## config.mk

```make
export PLATFORM = sky130hd
export DESIGN_NAME = anc_frame_sched
export DESIGN_NICKNAME = d
export VERILOG_FILES = /design/src/rtl/anc_frame_sched.sv
export SDC_FILE = /design/constraint.sdc
export NUM_CORES = 2
export LEC_CHECK = 0
export CAP_MARGIN = 20
export CORE_MARGIN = 8
export CORE_UTILIZATION = 66
export CTS_BUF_LIST = sky130_fd_sc_hd__clkbuf_8
export DETAILED_ROUTE_END_ITERATION = 8
export PLACE_DENSITY_LB_ADDON = 0.3
export SYNTH_ARGS = -nofsm -noshare
export SYNTH_HDL_FRONTEND = slang
export SYNTH_SLANG_ARGS = --single-unit
```

## constraint.sdc

```tcl
create_clock -name clk -period 10.6 [get_ports clk]
set_clock_uncertainty 0.05 [all_clocks]
set_input_delay 1.59 -clock clk [delete_from_list [all_inputs] [get_ports clk]]
set_output_delay 1.59 -clock clk [all_outputs]
set_load 0.01 [all_outputs]
```

## src/rtl/anc_frame_sched.sv

```systemverilog
// Per-sample frame scheduler for the ANC adaptive FIR: pairs ref/err mic samples,
// forms the saturated LMS weight step, launches one FIR run and forwards the result.
module anc_frame_sched #(
  parameter int DW      = 32,
  parameter int MUW     = 16,
  parameter int FRAC    = 15,
  parameter int TIMEOUT = 256,
  parameter int CNTW    = 16
) (
  input  logic                 clk,
  input  logic                 rst,
  input  logic [DW-1:0]        ref_sample,
  input  logic                 ref_valid,
  input  logic [DW-1:0]        err_sample,
  input  logic                 err_valid,
  input  logic                 adapt_en,
  input  logic [MUW-1:0]       mu,
  input  logic                 clr_status,
  output logic [DW-1:0]        fir_feedforward,
  output logic [DW-1:0]        fir_weight_adjust,
  output logic                 fir_go,
  input  logic [DW-1:0]        fir_out_sample,
  input  logic                 fir_done,
  output logic [DW-1:0]        spk_sample,
  output logic                 spk_valid,
  output logic                 busy,
  output logic                 overrun,
  output logic                 timeout_err,
  output logic [CNTW-1:0]      frame_cnt
);
  localparam int PW = DW + MUW + 1;
  localparam int TW = $clog2(TIMEOUT + 1);
  localparam logic [TW-1:0] T_LAST = TW'(TIMEOUT - 1);

  typedef enum logic [1:0] {IDLE, MUL, GO, WAIT} state_t;

  state_t          state;
  logic [DW-1:0]   ref_q, err_q;
  logic            have_ref, have_err;
  logic [TW-1:0]   timer;

  logic signed [PW-1:0] prod, shf;
  logic [PW-DW:0]       upper;
  logic [DW-1:0]        step_sat;
  logic                 to_evt, ovr_evt;

  // Full-width signed product, floor shift, then clamp to DW signed.
  always_comb begin
    prod     = $signed(err_q) * $signed({1'b0, mu});
    shf      = prod >>> FRAC;
    upper    = shf[PW-1:DW-1];
    step_sat = shf[DW-1:0];
    if (!((&upper) || !(|upper)))
      step_sat = shf[PW-1] ? {1'b1, {(DW-1){1'b0}}} : {1'b0, {(DW-1){1'b1}}};
  end

  assign busy    = (state != IDLE);
  assign ovr_evt = busy && (ref_valid || err_valid);
  assign to_evt  = (state == WAIT) && !fir_done && (timer == T_LAST);

  always_ff @(posedge clk or posedge rst) begin
    if (rst) begin
      state             <= IDLE;
      ref_q             <= '0;
      err_q             <= '0;
      have_ref          <= 1'b0;
      have_err          <= 1'b0;
      timer             <= '0;
      fir_feedforward   <= '0;
      fir_weight_adjust <= '0;
      fir_go            <= 1'b0;
      spk_sample        <= '0;
      spk_valid         <= 1'b0;
      overrun           <= 1'b0;
      timeout_err       <= 1'b0;
      frame_cnt         <= '0;
    end else begin
      fir_go    <= 1'b0;
      spk_valid <= 1'b0;
      // set events take priority over a same-cycle clear
      if (ovr_evt)         overrun <= 1'b1;
      else if (clr_status) overrun <= 1'b0;
      if (to_evt)          timeout_err <= 1'b1;
      else if (clr_status) timeout_err <= 1'b0;

      case (state)
        IDLE: begin
          if (ref_valid) begin ref_q <= ref_sample; have_ref <= 1'b1; end
          if (err_valid) begin err_q <= err_sample; have_err <= 1'b1; end
          if ((have_ref || ref_valid) && (have_err || err_valid)) state <= MUL;
        end
        MUL: begin
          fir_feedforward   <= ref_q;
          fir_weight_adjust <= adapt_en ? step_sat : '0;
          have_ref          <= 1'b0;
          have_err          <= 1'b0;
          fir_go            <= 1'b1;
          state             <= GO;
        end
        GO: begin
          timer <= '0;
          state <= WAIT;
        end
        WAIT: begin
          if (fir_done) begin
            spk_sample <= fir_out_sample;
            spk_valid  <= 1'b1;
            frame_cnt  <= frame_cnt + CNTW'(1);
            state      <= IDLE;
          end else if (timer == T_LAST) begin
            state <= IDLE;
          end else begin
            timer <= timer + TW'(1);
          end
        end
        default: state <= IDLE;
      endcase
    end
  end
endmodule
```

==> flow_summary.ini <==
[status]
status = finished, final reports clean

[finish]
postLayoutCoreUtil = 0.750
layout.nets = 3474
drive_gt1_frac = 0.0826
syn_to_final_growth_pct = 12.9

[synth]
synth_area_um2 = 25600
synth_simple_gate_area_frac = 0.127
synth_xor_area_frac = 0.0209
synth_top_flop_cell = dfrtp_1
synth-adder-area-share = 0.441
syn_nets = 3301
avgSynthCellArea_um2 = 9.93
synthCells = 2573
yosysTopAreaCell = fa_1
synth_cell_types = 71
async_flop_share = 1.00
ys_warn_count = 0
yosys-mux-area-fraction = 0.0572
synth_common_cells = 606 x inv_1, 487 x fa_1, 325 x nand2_1, 222 x and2_1, 193 x dfrtp_1
synth_top_family_by_area = adder cells
synth_area_leaders = fa_1 38%, dfrtp_1 19%, inv_1 8.9%
ys_ff_latch = 193
synth_compound_area_frac = 0.0570
synth-edff-count = 0
synth_top_area_frac = 0.381
synth_most_common_cell = inv_1
ys_seq_area_frac = 0.189

[die]
dieArea_um2 = 45300
start_util = 0.664
die_height_um = 213
rows = 72
ios = 236
die_w_um = 213
core_region_area_um2 = 38500

[timing]
slew_viol_final = 0
final-hold-violation-count = 0
tightest_slew_ns = 1.15
min_period_over_period = 0.868
relSlewSlack = 0.229
min_period_ns = 9.20
rsz0062_at_grt = no
finalSetupViolCount = 0
layout_setup_ws_ns = 1.40
fmax_mhz = 109
tns_ns = 0

[setup_path]
critPathLaunch = mu[2]
required_ns = 10.98
worstSetupEndpointType = flop
cp-start-kind = input port
arrival_ns = 9.58
r2r-start = err_q[16]
cp_max_fo = 18
path_class = input port to flop

[route]
drtIter0Drc = 1461
drcViolationCount = 0
wl_um = 66300
route.vias.total = 18700
detail_route.vias_per_cell = 5.70
drt_first_pass_iters = 5
ant_nets = 0
routedWlPerCell_um = 20.2

[cts]
numCtsBuffers = 17
htreeDepth = 4
cts_hold_buf = 0
clk_pin_slew_ns = 0.12
clk_latency_ns = 0.57
cts_tree = done
cts.sinks = 193
post_cts_resize_count = 0
cts_buffer_depth = 2
cts_setup_buffers = 0
ctsRootBufferMaster = clkbuf_8

[global_routing]
grt_max_degree = 115
grt_first_pass_wirelength_um = 110000
track_usage = 0.314
antenna_found_initial = 4
overflow = 0
grt_pass1_vias = 21100

[worst_hold_path]
min_path_type = flop to flop
min_from = frame_cnt[15]

[placed_design]
gp_congestion = 0.915
pre_cts_ws_ns = 0.968
numPortBuffers = 235
hpwl_um = 51600

[flow_run]
maxCapViolCount = 0
==> metal layers <==
layer  wire length, um  GRT usage  vias to the layer above
met5                13          0                        -
met4              2480      0.127                        2
met2             32300      0.510                      924
met1             24400      0.387                     9514
met3              7060      0.104                      203
li1                  -          -                     8052
==> worst max-delay path, stage by stage <==
cell             delay, ns
clkdlybuf4s50_1       1.05
buf_4                 0.30
nand2_1               0.09
fa_1                  0.55
fa_1                  0.51
fa_1                  0.51
inv_1                 0.06
fa_1                  0.49
fa_1                  0.49
inv_1                 0.05
fa_1                  0.56
inv_1                 0.08
ha_1                  0.39
and3_1                0.23
a2111oi_0             0.43
a21oi_1               0.13
a211oi_1              0.19
nand2_1               0.20
a21o_1                0.23
nor4_1                0.36
a311oi_1              0.15
o21bai_4              0.43
buf_4                 0.36
o2bb2ai_1             0.12
==> state kept, by name, indices dropped and copies added (netlist names) <==
name	flops
err_q	32
fir_feedforward	32
fir_weight_adjust	32
ref_q	32
spk_sample	32
frame_cnt	16
timer	9
state	2
fir_go	1
have_err	1
have_ref	1
overrun	1
spk_valid	1
timeout_err	1
==> stage by stage <==
stage	hold slack (ns)	instances	cell area, um^2
6_report	0.439	3279	28900
5_1_grt	0.456	3277	28800
3_5_place_dp	0.423	3243	28300
2_1_floorplan	0.419	2573	25600
4_1_cts	0.445	3275	28800
3_3_place_gp	0.413	3243	28300
==> layout make-up <==
| class | instances | area (um^2) |
|---|---|---|
| Inverter | 606 | 2280 |
| Clock inverter | 15 | 241 |
| Multi-Input combinational cell | 1660 | 18000 |
| Clock buffer | 17 | 234 |
| Sequential cell | 193 | 4830 |
| Antenna cell | 2 | 5.00 |
| Timing Repair Buffer | 268 | 2620 |
| Tap cell | 518 | 648 |
| Fill cell | 2605 | 9610 |
==> final timing paths <==
path                                         end  slack [ns]  depth (start not counted)
setup / recovery           fir_weight_adjust[12]        1.40                         24
hold / removal                     frame_cnt[15]        0.44                          1
setup reg to reg           fir_weight_adjust[12]        2.84                         22
hold reg to reg                    frame_cnt[15]        0.44                          1
max in group asynchronous              err_q[27]        7.76                          4
min in group asynchronous         spk_sample[25]        1.54                          2
==> cells by family after synthesis <==
| group | count (synthesis) |
|---|---|
| AO/OA/AOI/OAI | 200 |
| XOR/XNOR | 60 |
| adder cells (fa/ha/maj) | 609 |
| buffers and inverters | 720 |
| flip-flops | 193 |
| multiplexers | 130 |
| AND/OR/NAND/NOR | 661 |
==> placed cells by master (no fill, tap or decap), types with 41 or more instances in the layout <==
cell and instances:
a21oi_1 73, dfrtp_1 193, ha_1 121, xnor2_1 41
mux2_2 129, fa_1 487, inv_1 605, nand2_1 325
and2_1 222, clkdlybuf4s50_1 235
Power is not shown: default switching activity piles up to over one toggle a cycle in this logic, so the estimate is an artifact.
